<file path="src/rtl/muldiv_pkg.sv">
// Shared encodings and sizing helpers for the multi-cycle multiply/divide unit.
// Signed MULT/DIV support is controlled by the MULDIV_SIGNED_EN macro in muldiv_sequencer.
package muldiv_pkg;

  localparam int unsigned MD_WIDTH = 32;

  typedef enum logic [1:0] {
    OP_MULTU = 2'b00,
    OP_DIVU  = 2'b01,
    OP_MULT  = 2'b10,
    OP_DIV   = 2'b11
  } op_e;

  typedef enum logic [1:0] {
    IDLE = 2'd0,
    RUN  = 2'd1,
    FIN  = 2'd2
  } state_e;

  // Step counter must hold 0..w
  function automatic int unsigned cnt_width(input int unsigned w);
    return $clog2(w + 1);
  endfunction

  localparam int unsigned CNT_W = cnt_width(MD_WIDTH);

endpackage

</file>
<file path="src/rtl/muldiv_step.sv">
// One iteration of shift-add multiply or restoring divide, sharing a single
// WIDTH+1-bit adder; divide uses it as a subtractor and keeps the borrow.
module muldiv_step
  import muldiv_pkg::*;
#(
  parameter int unsigned WIDTH = MD_WIDTH
) (
  input  logic             is_div_in,
  input  logic [WIDTH:0]   hi_in,
  input  logic [WIDTH-1:0] lo_in,
  input  logic [WIDTH-1:0] opd_in,
  output logic [WIDTH:0]   hi_next_c,
  output logic [WIDTH-1:0] lo_next_c
);

  logic [WIDTH:0]   x;
  logic [WIDTH:0]   y;
  logic             cin;
  logic [WIDTH+1:0] sum;
  logic             q_bit;

  // Divide: x - B as x + ~B + 1; top sum bit set means no borrow
  always_comb begin
    x   = hi_in;
    y   = '0;
    cin = 1'b0;
    if (is_div_in) begin
      x   = {hi_in[WIDTH-1:0], lo_in[WIDTH-1]};
      y   = ~{1'b0, opd_in};
      cin = 1'b1;
    end else if (lo_in[0]) begin
      y = {1'b0, opd_in};
    end
    sum   = {1'b0, x} + {1'b0, y} + (WIDTH+2)'(cin);
    q_bit = sum[WIDTH+1];
    if (is_div_in) begin
      hi_next_c = q_bit ? sum[WIDTH:0] : x;
      lo_next_c = {lo_in[WIDTH-2:0], q_bit};
    end else begin
      hi_next_c = {1'b0, sum[WIDTH:1]};
      lo_next_c = {sum[0], lo_in[WIDTH-1:1]};
    end
  end

endmodule

</file>
<file path="src/rtl/muldiv_sequencer.sv">
// Multi-cycle MULTU/DIVU unit owning HI/LO; one iteration per cycle, result at FIN.
// Define MULDIV_SIGNED_EN to add signed MULT/DIV (magnitude iteration + sign fixup).
module muldiv_sequencer
  import muldiv_pkg::*;
#(
  parameter int unsigned WIDTH = MD_WIDTH
) (
  input  logic             clk,
  input  logic             rst_n,
  input  logic             start_in,
  input  logic [1:0]       op_in,
  input  logic [WIDTH-1:0] A_in,
  input  logic [WIDTH-1:0] B_in,
  input  logic             hi_we_in,
  input  logic             lo_we_in,
  input  logic [WIDTH-1:0] wdata_in,
  input  logic             rd_req_in,
  output logic             busy_out,
  output logic             done_out,
  output logic             stall_out,
  output logic [WIDTH-1:0] hi_out,
  output logic [WIDTH-1:0] lo_out
);

  localparam int unsigned CNT_BITS = cnt_width(WIDTH);

  state_e              state_q, state_d;
  logic [CNT_BITS-1:0] cnt_q, cnt_d;
  logic [WIDTH:0]      acc_hi_q, acc_hi_d;
  logic [WIDTH-1:0]    acc_lo_q, acc_lo_d;
  logic [WIDTH-1:0]    opd_q, opd_d;
  logic                is_div_q, is_div_d;
  logic [WIDTH-1:0]    hi_q, hi_d;
  logic [WIDTH-1:0]    lo_q, lo_d;
  logic                done_q, done_d;
  logic                busy_q, busy_d;

  logic                accept;
  logic                op_div;
  logic [WIDTH-1:0]    a_mag, b_mag;
  logic [WIDTH:0]      step_hi;
  logic [WIDTH-1:0]    step_lo;
  logic [WIDTH-1:0]    res_hi, res_lo;

  assign accept = start_in & ((state_q == IDLE) | (state_q == FIN));
  assign op_div = (op_in == OP_DIVU) | (op_in == OP_DIV);

`ifdef MULDIV_SIGNED_EN
  logic             sign_a, sign_b;
  logic             sign_a_q, sign_a_d, sign_b_q, sign_b_d;
  logic             b_zero_q, b_zero_d;
  logic [WIDTH-1:0] a_raw_q, a_raw_d;

  assign sign_a = ((op_in == OP_MULT) | (op_in == OP_DIV)) & A_in[WIDTH-1];
  assign sign_b = ((op_in == OP_MULT) | (op_in == OP_DIV)) & B_in[WIDTH-1];
  assign a_mag  = sign_a ? -A_in : A_in;
  assign b_mag  = sign_b ? -B_in : B_in;

  // Quotient/product negate on differing signs; remainder follows the dividend
  always_comb begin
    res_hi = acc_hi_q[WIDTH-1:0];
    res_lo = acc_lo_q;
    if (is_div_q) begin
      if (b_zero_q) begin
        res_hi = a_raw_q;
        res_lo = '1;
      end else begin
        if (sign_a_q ^ sign_b_q) res_lo = -acc_lo_q;
        if (sign_a_q)            res_hi = -acc_hi_q[WIDTH-1:0];
      end
    end else if (sign_a_q ^ sign_b_q) begin
      {res_hi, res_lo} = -{acc_hi_q[WIDTH-1:0], acc_lo_q};
    end
  end
`else
  assign a_mag  = A_in;
  assign b_mag  = B_in;
  assign res_hi = acc_hi_q[WIDTH-1:0];
  assign res_lo = acc_lo_q;
`endif

  muldiv_step #(.WIDTH(WIDTH)) u_step (
    .is_div_in (is_div_q),
    .hi_in     (acc_hi_q),
    .lo_in     (acc_lo_q),
    .opd_in    (opd_q),
    .hi_next_c (step_hi),
    .lo_next_c (step_lo)
  );

  always_ff @(posedge clk) begin
    if (!rst_n) state_q <= IDLE;
    else        state_q <= state_d;
  end

  always_comb begin
    state_d = state_q;
    case (state_q)
      IDLE:    if (accept) state_d = RUN;
      RUN:     if (cnt_q == CNT_BITS'(WIDTH - 1)) state_d = FIN;
      FIN:     state_d = accept ? RUN : IDLE;
      default: state_d = IDLE;
    endcase
  end

  // busy also covers the done cycle so a pending MFHI/MFLO waits for the new value
  always_comb begin
    cnt_d    = cnt_q;
    acc_hi_d = acc_hi_q;
    acc_lo_d = acc_lo_q;
    opd_d    = opd_q;
    is_div_d = is_div_q;
    hi_d     = hi_q;
    lo_d     = lo_q;
    done_d   = 1'b0;
    busy_d   = (state_d != IDLE) | (state_q == FIN);
`ifdef MULDIV_SIGNED_EN
    sign_a_d = sign_a_q;
    sign_b_d = sign_b_q;
    b_zero_d = b_zero_q;
    a_raw_d  = a_raw_q;
`endif
    if (!busy_q) begin
      if (hi_we_in) hi_d = wdata_in;
      if (lo_we_in) lo_d = wdata_in;
    end
    if (state_q == RUN) begin
      acc_hi_d = step_hi;
      acc_lo_d = step_lo;
      cnt_d    = cnt_q + CNT_BITS'(1);
    end
    if (state_q == FIN) begin
      hi_d   = res_hi;
      lo_d   = res_lo;
      done_d = 1'b1;
    end
    if (accept) begin
      cnt_d    = '0;
      is_div_d = op_div;
      acc_hi_d = '0;
      acc_lo_d = op_div ? a_mag : b_mag;
      opd_d    = op_div ? b_mag : a_mag;
`ifdef MULDIV_SIGNED_EN
      sign_a_d = sign_a;
      sign_b_d = sign_b;
      b_zero_d = (B_in == '0);
      a_raw_d  = A_in;
`endif
    end
  end

  always_ff @(posedge clk) begin
    if (!rst_n) begin
      cnt_q    <= '0;
      acc_hi_q <= '0;
      acc_lo_q <= '0;
      opd_q    <= '0;
      is_div_q <= 1'b0;
      hi_q     <= '0;
      lo_q     <= '0;
      done_q   <= 1'b0;
      busy_q   <= 1'b0;
`ifdef MULDIV_SIGNED_EN
      sign_a_q <= 1'b0;
      sign_b_q <= 1'b0;
      b_zero_q <= 1'b0;
      a_raw_q  <= '0;
`endif
    end else begin
      cnt_q    <= cnt_d;
      acc_hi_q <= acc_hi_d;
      acc_lo_q <= acc_lo_d;
      opd_q    <= opd_d;
      is_div_q <= is_div_d;
      hi_q     <= hi_d;
      lo_q     <= lo_d;
      done_q   <= done_d;
      busy_q   <= busy_d;
`ifdef MULDIV_SIGNED_EN
      sign_a_q <= sign_a_d;
      sign_b_q <= sign_b_d;
      b_zero_q <= b_zero_d;
      a_raw_q  <= a_raw_d;
`endif
    end
  end

  assign busy_out  = busy_q;
  assign done_out  = done_q;
  assign stall_out = rd_req_in & busy_q;
  assign hi_out    = hi_q;
  assign lo_out    = lo_q;

endmodule

</file>
<file path="config.mk">
export PLATFORM = sky130hd
export DESIGN_NAME = muldiv_sequencer
export DESIGN_NICKNAME = d
export VERILOG_FILES = /design/src/rtl/muldiv_pkg.sv /design/src/rtl/muldiv_step.sv /design/src/rtl/muldiv_sequencer.sv
export SDC_FILE = /design/constraint.sdc
export NUM_CORES = 1
export LEC_CHECK = 0
export ABC_CLOCK_PERIOD_IN_PS = 7100
export CAP_MARGIN = 30
export CORE_AREA = 2 2 168 170
export CTS_BUF_LIST = sky130_fd_sc_hd__clkbuf_2
export DETAILED_ROUTE_END_ITERATION = 10
export DIE_AREA = 0 0 170 172
export RECOVER_POWER = 25
export SLEW_MARGIN = 20
export SYNTH_ARGS = -nofsm -noshare
export SYNTH_HDL_FRONTEND = slang
export SYNTH_SLANG_ARGS = --single-unit
</file>
<file path="constraint.sdc">
create_clock -name clk -period 7.1 [get_ports clk]
set_clock_uncertainty 0.1 [all_clocks]
set_input_delay 1.42 -clock clk [delete_from_list [all_inputs] [get_ports clk]]
set_output_delay 1.42 -clock clk [all_outputs]
set_load 0.05 [all_outputs]
</file>
==> summary.md, run 1 <==
| Metric | Value |
|---|---|
| Status | complete, but fails checks |
| Failing checks | capacitance limit, slew limit |
| Area growth syn-to-layout | 20.07% |
| GRT Overall Usage | 23.84% |
| Max Slew Vio Count | 137 |
| Ports | 171 |
| CP max-delay cell | clkbuf_1 |
| CTS buffer count | 17 |
| Post-synth top cells | nand2_1 (256), dfxtp_1 (172), o21ai_0 (127) |
| Netlist cell types | 56 |
| Post-Synthesis Cells | 1342 |
| Fin area | 13050 sq um |
| Post-synth EDFFs | 0 |
| Tightest Pin Transition | 2862 ps |
| Core Area | 27480 sq um |
| # setup viols final | 0 |
| I/O Buffers | 169 |
| Row count | 61 |
| # clock sinks | 172 |
| Slew headroom | -90.82% |
| Post-DRT Antenna Nets | 0 |
| Critical Path Most Common Cell | clkbuf_1 |
| Vias in the first global route | 9693 |
| Yosys reg bits | 172 |
| RSZ-0062 raised after global routing | no |
| Crit path capture type | register |
| Avg WL per Cell | 19.49 um |
| Final Critical Period | 5257 ps |
| Grt ovf | 0 |
| Period utilization | 74.05% |
| Routed WL | 35.10 mm |
| Final Power | 0.002285 W |
| Syn Area/Cell | 8.096 sq um |
| Reg-to-reg startpoint | is_div_q$_SDFFE_PN0P_ |
| Hold_buf cts | 0 |
| Largest net degree at the start of global routing | 70 |
| Slowest stage delay, CP | 2150 ps |
| Worst EP required | 7720 ps |
| Hold crit path type | register to register |
| Worst EP arrival | 5880 ps |
| Ranking of synthesized cells by area | dfxtp_1 (32%), mux2i_1 (9.1%), nand2_1 (8.8%) |
| Sequential-to-total area share from yosys stat | 31.69% |
| Die W | 170 um |
| First-pass GRT wire length | 54.70 mm |
| Initial Utilization | 39.54% |
| R2R cell count | 13 |
| Worst Setup Start Kind | input pin |
| Drt via density | 5.768 |
| Max Cap Viol | 2 |
| Longest Clk Path Bufs | 2 |
| Most instantiated library cell after synthesis | nand2_1 |
| Achievable Freq | 190.2 MHz |
| DRT Pass-1 Iters | 6 |
| Htree depth | 4 |
| Top Family by Delay on Critical Path | buffers and inverters |
| Die area | 29240 sq um |
| R2r endpoint | acc_hi_q[22]$_SDFFE_PP0N_ |
| Worst path cell trace | clkbuf_1, clkbuf_1, and3_1 |
| Hold EP | acc_hi_q[23]$_SDFFE_PP0N_ |
| Worst-path fanout max | 69 |
| Root buffer cell | clkbuf_2 |
| Via count | 10390 |
| Leakage | 5.535 nW |
| Hold Vio Cnt, Final | 0 |
| PostCTS Resize Cnt | 0 |
| Share of cells above drive strength 1 | 6.740% |
| Drt first-iter violations | 817 |
| Clock Pin Slew Worst Setup and Hold Paths | 320 ps |
| Setup TNS | 0 ps |
| Nets@finish | 1579 |
| Worst vdd ir | 0.09326 mV |
| CTS tree | yes |
| Power per cell area | 175.1 nW/um^2 |
| Main synth FF type | dfxtp_1 |
| CP Class | input pin to register |
| R2R setup slack | 2070 ps |
| Syn_nets | 1480 |
| Yosys top cell area share | 31.69% |
| Hold Crit Start | acc_hi_q[22]$_SDFFE_PP0N_ |
| Asr flop ratio synth | 0% |
| Post-CTS Setup Repair Bufs | 0 |
| Buf/Inv on CP | 2 |
| Synth area leader | dfxtp_1 |
| Initial antenna violation count | 1 |
| Hold Crit Depth | 2 |
| Die Y | 172 um |
| Post-DP HPWL | 25.54 mm |
| Clock latency on the worst-skew pair | 810 ps |
| DRC | 0 |
| GPL Wtd Cong | 0.9009 |
| Ys Warns | 0 |
| Placed cell area | 12770 sq um |
| Mapped Area | 10870 sq um |
## sequential cells by signal, summed over array words and instances, names as in the netlist
signal    cells
is_div_q      1
done_out      1
state_q       2
acc_lo_q     32
hi_out       32
cnt_q         6
acc_hi_q     33
opd_q        32
lo_out       32
busy_out      1
## per-stage QoR
stage	hold WS, ps	utilization, %	worst slack [ps]	instances
after floorplan	326.0	-	3395	1342
after global placement	353.7	46.42	2045	1766
after detailed placement	357.9	46.47	2143	1767
after CTS	392.8	47.40	2096	1799
after global routing	414.6	47.48	1482	1801
final	382.7	47.48	1843	1801
## how the worst max path moves through the flow
stage | cells past startpoint | to | start | slack [ps]
3_5_place_dp | 13 | acc_hi_q[20]$_SDFFE_PP0N_ | is_div_q$_SDFFE_PN0P_ | 2140
6_report | 3 | acc_lo_q[0]$_SDFFE_PN0P_ | rst_n | 1840
5_1_grt | 3 | acc_lo_q[0]$_SDFFE_PN0P_ | rst_n | 1480
3_3_place_gp | 12 | acc_lo_q[0]$_SDFFE_PN0P_ | is_div_q$_SDFFE_PN0P_ | 2040
2_1_floorplan | 16 | acc_hi_q[12]$_SDFFE_PP0N_ | is_div_q$_SDFFE_PN0P_ | 3390
4_1_cts | 13 | acc_hi_q[22]$_SDFFE_PP0N_ | is_div_q$_SDFFE_PN0P_ | 2100
## power breakdown
group	internal [W]	leakage, nW	switching (W)
logic	0.000258	3.97	0.000367
registers	0.00104	1.41	0.0000724
clock network	0.000123	0.154	0.000429
total	0.00142	5.53	0.000869
## routing by layer
layer  track usage, %  up-vias  part of all wire, %  routed length (um)
li1                 -     5122                    -                   -
met1            35.71     4928                   49               17280
met2            36.54      319                   45               15620
met3            3.250       20                  5.5                1932
met4            4.571        0                 0.76                 267
met5                0        -                    0                   0
## final cells by class
| cell class | count | area (sq um) |
|---|---|---|
| Antenna cell | 1 | 2.502 |
| Clock buffer | 18 | 90.09 |
| Clock inverter | 14 | 165.2 |
| Fill cell | 2759 | 14430 |
| Inverter | 10 | 37.54 |
| Multi-Input combinational cell | 1052 | 7022 |
| Sequential cell | 172 | 3447 |
| Tap cell | 346 | 432.9 |
| Timing Repair Buffer | 188 | 1849 |
## cell families after synthesis
kind of cell | Yosys count | synth area share (%)
and+or+nand+nor | 371 | 14.36
adders and majority gates | 34 | 4.053
DFF | 172 | 31.69
buffers and inverters | 118 | 4.226
AOI/OAI and AO/OA | 485 | 30.78
muxes | 129 | 12.23
xor gates and xnor gates | 33 | 2.660
## worst min-delay path, delay by kind of cell (launching register included)
kind / cells / cell delay [ps]
compound gates: 1 / 50
simple gates: 1 / 70
flops: 1 / 410
## layout by cell type, fill, tap and decap left out, types with 12 or more instances in the layout
cell type,count
clkbuf_2,18
o211a_1,64
buf_4,17
ha_1,32
nor2_1,40
a221oi_1,16
a22oi_1,65
a21oi_1,68
xor2_1,17
a21boi_0,69
clkdlybuf4s50_1,167
nand2_1,256
a21o_1,12
o21ai_0,127
xnor2_1,16
mux2i_1,99
dfxtp_1,171
mux2_2,30
Note: power is estimated with default switching activity, not from simulation.
==> run 2: changes to the inputs <==
--- a/config.mk
+++ b/config.mk
@@ -5,7 +5,7 @@
 export SDC_FILE = /design/constraint.sdc
 export NUM_CORES = 1
 export LEC_CHECK = 0
-export ABC_CLOCK_PERIOD_IN_PS = 7100
+export ABC_CLOCK_PERIOD_IN_PS = 4400
 export CAP_MARGIN = 30
 export CORE_AREA = 2 2 168 170
 export CTS_BUF_LIST = sky130_fd_sc_hd__clkbuf_2
==> constraint.sdc (replaced) <==
create_clock -name clk -period 4.4 [get_ports clk]
set_clock_uncertainty 0.1 [all_clocks]
set_input_delay 0.88 -clock clk [delete_from_list [all_inputs] [get_ports clk]]
set_output_delay 0.88 -clock clk [all_outputs]
set_load 0.05 [all_outputs]
==> run 2 against run 1 <==
The flow still finishes with violations (capacitance limit, slew limit). Count of clock-buffer cells in the layout down 1. Global-route usage rose by 0.11 points. Non-clock buffer count increased by 15. Sequential power increased by 60%. Register-to-register slack worse by 1700 ps. Wire length grew 0.24%. Die area unchanged. Combinational power up 63%. Largest cell class unchanged. Highest routed layer is now met5.
==> summary.md, run 2 (synthesis gave the netlist of run 1 again) <==
| Metric | Value |
|---|---|
| Post-DRT Antenna Nets | 0 (unchanged) |
| Leakage | 5.578 nW (was 5.535 nW) |
| Ports | 171 (unchanged) |
| Worst path cell trace | nor2b_1, clkbuf_2, buf_4, nand2b_1, o21ai_0, and2_1 (was clkbuf_1, clkbuf_1, and3_1) |
| Nets@finish | 1594 (was 1579) |
| Critical path origin | state_q[1]$_SDFF_PN0_ (was rst_n) |
| Die area | 29240 sq um (unchanged) |
| Worst EP arrival | 4680 ps (was 5880 ps) |
| Footprint of the multi-input gates | 6993 sq um (was 7022 sq um) |
| Avg WL per Cell | 19.39 um (was 19.49 um) |
| GPL Wtd Cong | 0.8807 (was 0.9009) |
| Setup TNS | 0 ps (unchanged) |
| Pre-CTS setup slack | 578.8 ps (was 2143 ps) |
| First-pass GRT wire length | 55.10 mm (was 54.70 mm) |
| Longest Clk Path Bufs | 2 (unchanged) |
| Top Family by Delay on Critical Path | simple AND/OR/NAND/NOR gates (was buffers and inverters) |
| Final Critical Period | 4078 ps |
| Hold Vio Cnt, Final | 0 (unchanged) |
| Achievable Freq | 245.2 MHz |
| Fillcell total | 2768 (was 2759) |
| Clock Pin Slew Worst Setup and Hold Paths | 310 ps (was 320 ps) |
| Status | complete, but fails checks (unchanged) |
| Commonest non-fill, non-tap cells in the layout | nand2_1 (256), dfxtp_1 (171), clkdlybuf4s50_1 (166), o21ai_0 (127), mux2i_1 (99) (was nand2_1 (256), dfxtp_1 (171), clkdlybuf4s50_1 (167), o21ai_0 (127), mux2i_1 (99)) |
| Worst Setup Start Kind | register (was input pin) |
| Most flops, register | acc_hi_q (unchanged) |
| Worst-path fanout max | 29 (was 69) |
| Reg area | 3447 sq um (unchanged) |
| Post-route setup slack | 321.8 ps (was 1843 ps) |
| # setup viols final | 0 (unchanged) |
| CTS buffer count | 17 (unchanged) |
| Largest register FFs | 33 (unchanged) |
| CTS tree | yes (unchanged) |
| Hold Crit Start | rst_n (was acc_hi_q[22]$_SDFFE_PP0N_) |
| Max Slew Vio Count | 180 (was 137) |
| Worst EP required | 5010 ps (was 7720 ps) |
| Slowest stage delay, CP | 1950 ps (was 2150 ps) |
| Initial antenna violation count | 2 (was 1) |
| Share of cells above drive strength 1 | 7.289% (was 6.740%) |
| Core Area | 27480 sq um (unchanged) |
| I/O Buffers | 169 (unchanged) |
| CP max-delay cell | nor2b_1 (was clkbuf_1) |
| Htree depth | 4 (unchanged) |
| Layout Utilization | 47.71% (was 47.48%) |
| Routed WL | 35.19 mm (was 35.10 mm) |
| Hold crit path type | input pin to register (was register to register) |
| Leading cell type in the layout, fill and taps excluded | nand2_1 (unchanged) |
| Crit path capture type | register (unchanged) |
| Row count | 61 (unchanged) |
| Hold_buf cts | 0 (unchanged) |
| Worst vdd ir | 0.1486 mV (was 0.09326 mV) |
| Clock latency on the worst-skew pair | 790 ps (was 810 ps) |
| DRC | 0 (unchanged) |
| # clock sinks | 172 (unchanged) |
| Slew headroom | -80.89% (was -90.82%) |
| Reg-to-reg startpoint | state_q[1]$_SDFF_PN0_ (was is_div_q$_SDFFE_PN0P_) |
| Initial Utilization | 39.54% (unchanged) |
| Post-CTS Setup Repair Bufs | 0 (unchanged) |
| Area growth syn-to-layout | 20.66% (was 20.07%) |
| GRT Overall Usage | 23.95% (was 23.84%) |
| PostCTS Resize Cnt | 0 (unchanged) |
| Via count | 10400 (was 10390) |
| DRT Pass-1 Iters | 7 (was 6) |
| Period utilization | 92.69% |
| Die W | 170 um (unchanged) |
| Root buffer cell | clkbuf_2 (unchanged) |
| Largest net degree at the start of global routing | 70 (unchanged) |
| CP Class | register to register (was input pin to register) |
| Grt ovf | 0 (unchanged) |
| Drt first-iter violations | 785 (was 817) |
| Hold Slack | 259.6 ps (was 382.7 ps) |
| Vias in the first global route | 9875 (was 9693) |
| Failing checks | capacitance limit, slew limit (unchanged) |
| Die Y | 172 um (unchanged) |
| Buf/Inv on CP | 2 (unchanged) |
| Post-DP HPWL | 25.80 mm (was 25.54 mm) |
| Drt via density | 5.731 (was 5.768) |
| DP Cell Count | 1782 (was 1767) |
| RSZ-0062 raised after global routing | no (unchanged) |
| Power per cell area | 279.7 nW/um^2 (was 175.1 nW/um^2) |
| Tightest Pin Transition | 2713 ps (was 2862 ps) |
| Max Cap Viol | 4 (was 2) |
| Fin cells | 1815 (was 1801) |
-- run 2: cell types whose count changed in the layout (fill, tap and decap cells not counted), sizes merged --
cell,delta
clkdlybuf4s50,-1
clkinvlp,+2
clkbuf,+2
dlygate4sd3,+1
inv,-2
buf,+12
-- run 2: layout make-up --
| type | count | share of cell area [%] |
|---|---|---|
| repair buffers | 203 | 14.93 |
| clock buffers | 17 | 0.6490 |
| inverters | 10 | 0.2863 |
| flip-flops and latches | 172 | 26.29 |
| multi-input cells | 1052 | 53.34 |
| diodes | 1 | 0.01909 |
| clock inverters | 14 | 1.183 |
| well taps | 346 | 3.302 |
-- run 2: where the power goes --
| group | total (W) | switching [W] | leakage [nW] | internal (W) |
|---|---|---|---|---|
| Sequential | 0.00178 | 0.000110 | 1.41 | 0.00167 |
| Clock | 0.000862 | 0.000679 | 0.138 | 0.000184 |
| Combinational | 0.00102 | 0.000602 | 4.03 | 0.000423 |
| Total | 0.00367 | 0.00139 | 5.58 | 0.00228 |
-- run 2: through the flow --
| step | instance area [sq um] | total power, W |
|---|---|---|
| 3_5_place_dp | 12880 | 0.002822 |
| 6_report | 13110 | 0.003667 |
| 5_1_grt | 13110 | 0.003857 |
| 3_3_place_gp | 12880 | 0.002813 |
| 4_1_cts | 13120 | 0.003690 |
| 2_1_floorplan | 10870 | 0.002437 |
-- run 2: routing by layer --
layer,wire (um),track usage (%)
met1,17360,34.38
met2,15450,37.16
met3,1749,4.074
met4,618,6.280
met5,13,0
-- run 2: final timing paths --
path	end	slack (ps)	depth (start not counted)
min	opd_q[10]$_SDFFE_PN0P_	260	2
min reg2reg	state_q[1]$_SDFF_PN0_	380	1
max reg2reg	lo_out[31]$_SDFFE_PN0P_	320	6
max	lo_out[31]$_SDFFE_PN0P_	320	6
-- run 2: worst reg2reg max path: cells and delay by family, from the launching register on --
family                 cells  cell delay [ps]
AND/OR/NAND/NOR            3             2330
flip-flops                 1              440
buffers and inverters      2             1080
AO/OA/AOI/OAI              1               90
==> run 3: changes to the inputs <==
--- a/config.mk
+++ b/config.mk
@@ -5,12 +5,13 @@
 export SDC_FILE = /design/constraint.sdc
 export NUM_CORES = 1
 export LEC_CHECK = 0
+export ABC_AREA = 1
 export ABC_CLOCK_PERIOD_IN_PS = 4400
 export CAP_MARGIN = 30
-export CORE_AREA = 2 2 168 170
+export CORE_AREA = 2 2 178 180
 export CTS_BUF_LIST = sky130_fd_sc_hd__clkbuf_2
 export DETAILED_ROUTE_END_ITERATION = 10
-export DIE_AREA = 0 0 170 172
+export DIE_AREA = 0 0 180 182
 export RECOVER_POWER = 25
 export SLEW_MARGIN = 20
 export SYNTH_ARGS = -nofsm -noshare
==> run 3 against run 2 <==
The flow still finishes with violations (capacitance limit, slew limit). Global-route usage increased by 0.85 points. Largest cell class unchanged. Hold slack improved by 130 ps. Combinational power increased by 32%. Wire length increased by 16%. Sequential power about the same. Sequential cell count unchanged. Setup slack improved by 440 ps. Area after synthesis increased by 12%. Via count increased by 26%. Core utilization decreased by 1.2 points.
==> summary.md, run 3 <==
| Metric | Value |
|---|---|
| Worst-path fanout max | 67 (was 29) |
| Layout Utilization | 46.52% (was 47.71%) |
| Largest register FFs | 33 (unchanged) |
| Core Area | 30990 sq um (was 27480 sq um) |
| Drt via density | 5.082 (was 5.731) |
| Die W | 180 um (was 170 um) |
| Syn Area/Cell | 5.901 sq um (was 8.096 sq um) |
| Yosys reg bits | 172 (unchanged) |
| Post-DRT Antenna Nets | 0 (unchanged) |
| DRT Pass-1 Iters | 5 (was 7) |
| Max Slew Vio Count | 68 (was 180) |
| First-pass GRT wire length | 65.23 mm (was 55.10 mm) |
| Crit path capture type | register (unchanged) |
| Share of cells above drive strength 1 | 4.212% (was 7.289%) |
| GRT Overall Usage | 24.80% (was 23.95%) |
| Failing checks | capacitance limit, slew limit (unchanged) |
| Ports | 171 (unchanged) |
| Leakage | 6.770 nW (was 5.578 nW) |
| Routed WL | 40.96 mm (was 35.19 mm) |
| Hold Crit Depth | 2 (unchanged) |
| Post-synth EDFFs | 0 (unchanged) |
| Nets@finish | 2309 (was 1594) |
| Fillcell total | 3384 (was 2768) |
| I/O Buffers | 169 (unchanged) |
| Most instantiated library cell after synthesis | nand2_1 (unchanged) |
| Clock latency on the worst-skew pair | 780 ps (was 790 ps) |
| Clock Pin Slew Worst Setup and Hold Paths | 250 ps (was 310 ps) |
| Mapped Area | 12170 sq um (was 10870 sq um) |
| Met2 Use GR | 38.47% (was 37.16%) |
| # clock sinks | 172 (unchanged) |
| Vias in the first global route | 12010 (was 9875) |
| GPL Wtd Cong | 0.9547 (was 0.8807) |
| Die area | 32760 sq um (was 29240 sq um) |
| Tightest Pin Transition | 3286 ps (was 2713 ps) |
| Worst Setup Start Kind | input pin (was register) |
| Initial Utilization | 39.29% (was 39.54%) |
| Setup TNS | 0 ps (unchanged) |
| Synth area leader | dfxtp_1 (unchanged) |
| Row count | 65 (was 61) |
| Drt first-iter violations | 1056 (was 785) |
| Footprint of the multi-input gates | 6943 sq um (was 6993 sq um) |
| Avg WL per Cell | 15.83 um (was 19.39 um) |
| Status | complete, but fails checks (unchanged) |
| Htree depth | 4 (unchanged) |
| Post-CTS Setup Repair Bufs | 0 (unchanged) |
| Worst EP required | 4870 ps (was 5010 ps) |
| Ranking of synthesized cells by area | dfxtp_1 (28%), nand2_1 (21%), inv_1 (11%) (was dfxtp_1 (32%), mux2i_1 (9.1%), nand2_1 (8.8%)) |
| Die Y | 182 um (was 172 um) |
| Longest Clk Path Bufs | 2 (unchanged) |
| Post-DP HPWL | 30.56 mm (was 25.80 mm) |
| CP Class | input pin to register (was register to register) |
| Area growth syn-to-layout | 18.42% (was 20.66%) |
| Most flops, register | acc_hi_q (unchanged) |
| PostCTS Resize Cnt | 0 (unchanged) |
| Achievable Freq | 274.7 MHz (was 245.2 MHz) |
| Hold Vio Cnt, Final | 0 (unchanged) |
| Root buffer cell | clkbuf_2 (unchanged) |
| Initial antenna violation count | 1 (was 2) |
| Worst EP arrival | 4110 ps (was 4680 ps) |
| Netlist cell types | 41 (was 56) |
| Syn_nets | 2201 (was 1480) |
| Leading cell type in the layout, fill and taps excluded | nand2_1 (unchanged) |
| CTS buffer count | 17 (unchanged) |
| Via count | 13150 (was 10400) |
| Period utilization | 82.73% (was 92.69%) |
| Met1 usage | 36.80% (was 34.38%) |
| Slew headroom | -119.1% (was -80.89%) |
| Final Critical Period | 3640 ps (was 4078 ps) |
| Busiest grt layer | met2 (unchanged) |
| Commonest non-fill, non-tap cells in the layout | nand2_1 (680), inv_1 (351), o21ai_0 (176), dfxtp_1 (171), clkdlybuf4s50_1 (167) (was nand2_1 (256), dfxtp_1 (171), clkdlybuf4s50_1 (166), o21ai_0 (127), mux2i_1 (99)) |
| Asr flop ratio synth | 0% (unchanged) |
| Sequential-to-total area share from yosys stat | 28.29% (was 31.69%) |
| Main synth FF type | dfxtp_1 (unchanged) |
| Largest net degree at the start of global routing | 120 (was 70) |
| RSZ-0062 raised after global routing | no (unchanged) |
| Met3 GRT Util | 3.289% (was 4.074%) |
| R2R cell count | 18 (was 6) |
| Grt ovf | 0 (unchanged) |
| Worst vdd ir | 0.1113 mV (was 0.1486 mV) |
| DRC | 0 (unchanged) |
| R2R setup slack | 930 ps (was 320 ps) |
| Post-Synthesis Cells | 2063 (was 1342) |
| Ys Warns | 0 (unchanged) |
| Reg area | 3447 sq um (unchanged) |
| Power per cell area | 272.4 nW/um^2 (was 279.7 nW/um^2) |
| Post-synth top cells | nand2_1 (680), inv_1 (353), o21ai_0 (176) (was nand2_1 (256), dfxtp_1 (172), o21ai_0 (127)) |
| Hold crit path type | register to register (was input pin to register) |
| # setup viols final | 0 (unchanged) |
| Hold_buf cts | 0 (unchanged) |
| Yosys top cell area share | 28.29% (was 31.69%) |
| CTS tree | yes (unchanged) |
| Max Cap Viol | 1 (was 4) |
-- run 3: metal layers --
metal  routed length [um]  vias to the layer above
li1                     -                     6720
met1                20670                     6074
met2                17640                      321
met3                 2194                       31
met4                  458                        0
met5                    0                        -
-- run 3: where the power goes --
part | switching [W] | total [W] | leakage [nW] | internal (W)
combinational | 0.000868 | 0.00135 | 5.23 | 0.000485
clock | 0.000593 | 0.000795 | 0.126 | 0.000202
sequential | 0.0000881 | 0.00178 | 1.41 | 0.00169
total | 0.00155 | 0.00393 | 6.77 | 0.00238
-- run 3: per-stage QoR --
stage	cell area, sq um	worst slack (ps)	total power, W	hold WS, ps	cells
after floorplan	12170	1388	0.002690	344.8	2063
after global placement	14100	1001	0.003121	356.5	2549
after detailed placement	14180	964.3	0.003146	365.7	2552
after CTS	14380	927.6	0.003948	394.3	2584
after global routing	14420	515.3	0.004181	406.0	2587
final	14420	759.8	0.003926	389.8	2587
-- run 3: worst paths after layout --
kind / from / end
setup reg to reg: is_div_q$_SDFFE_PN0P_ / acc_hi_q[15]$_SDFFE_PP0N_
hold reg to reg: lo_out[9]$_SDFFE_PN0P_ / lo_out[9]$_SDFFE_PN0P_
setup / recovery: rst_n / state_q[1]$_SDFF_PN0_
hold / removal: lo_out[9]$_SDFFE_PN0P_ / lo_out[9]$_SDFFE_PN0P_
-- run 3: worst max-delay path: stages --
cell and delay, ps:
dlygate4sd3_1 640, clkinv_1 90, clkbuf_1 2320, nor3_1 160
-- run 3: area by class of cell --
type | instances | area share, %
tap | 402 | 3.489
multi-input combinational | 1422 | 48.16
sequential | 172 | 23.91
timing repair buffer | 193 | 13.55
antenna | 1 | 0.01736
clock buffer | 19 | 0.6597
inverter | 365 | 9.504
clock inverter | 13 | 0.7031
-- run 3: cells by family (layout without fill, tap and decap cells) --
kind of cell / Yosys count / count (layout) / share of synthesized area (%)
flops: 172 / 172 / 28.29
compound gates: 404 / 404 / 18.48
simple gates: 944 / 944 / 31.67
mux: 30 / 30 / 2.467
buf+inv: 469 / 590 / 14.76
other cells: 0 / 1 / 0
fa+ha+maj: 34 / 34 / 3.618
xor+xnor: 10 / 10 / 0.7195
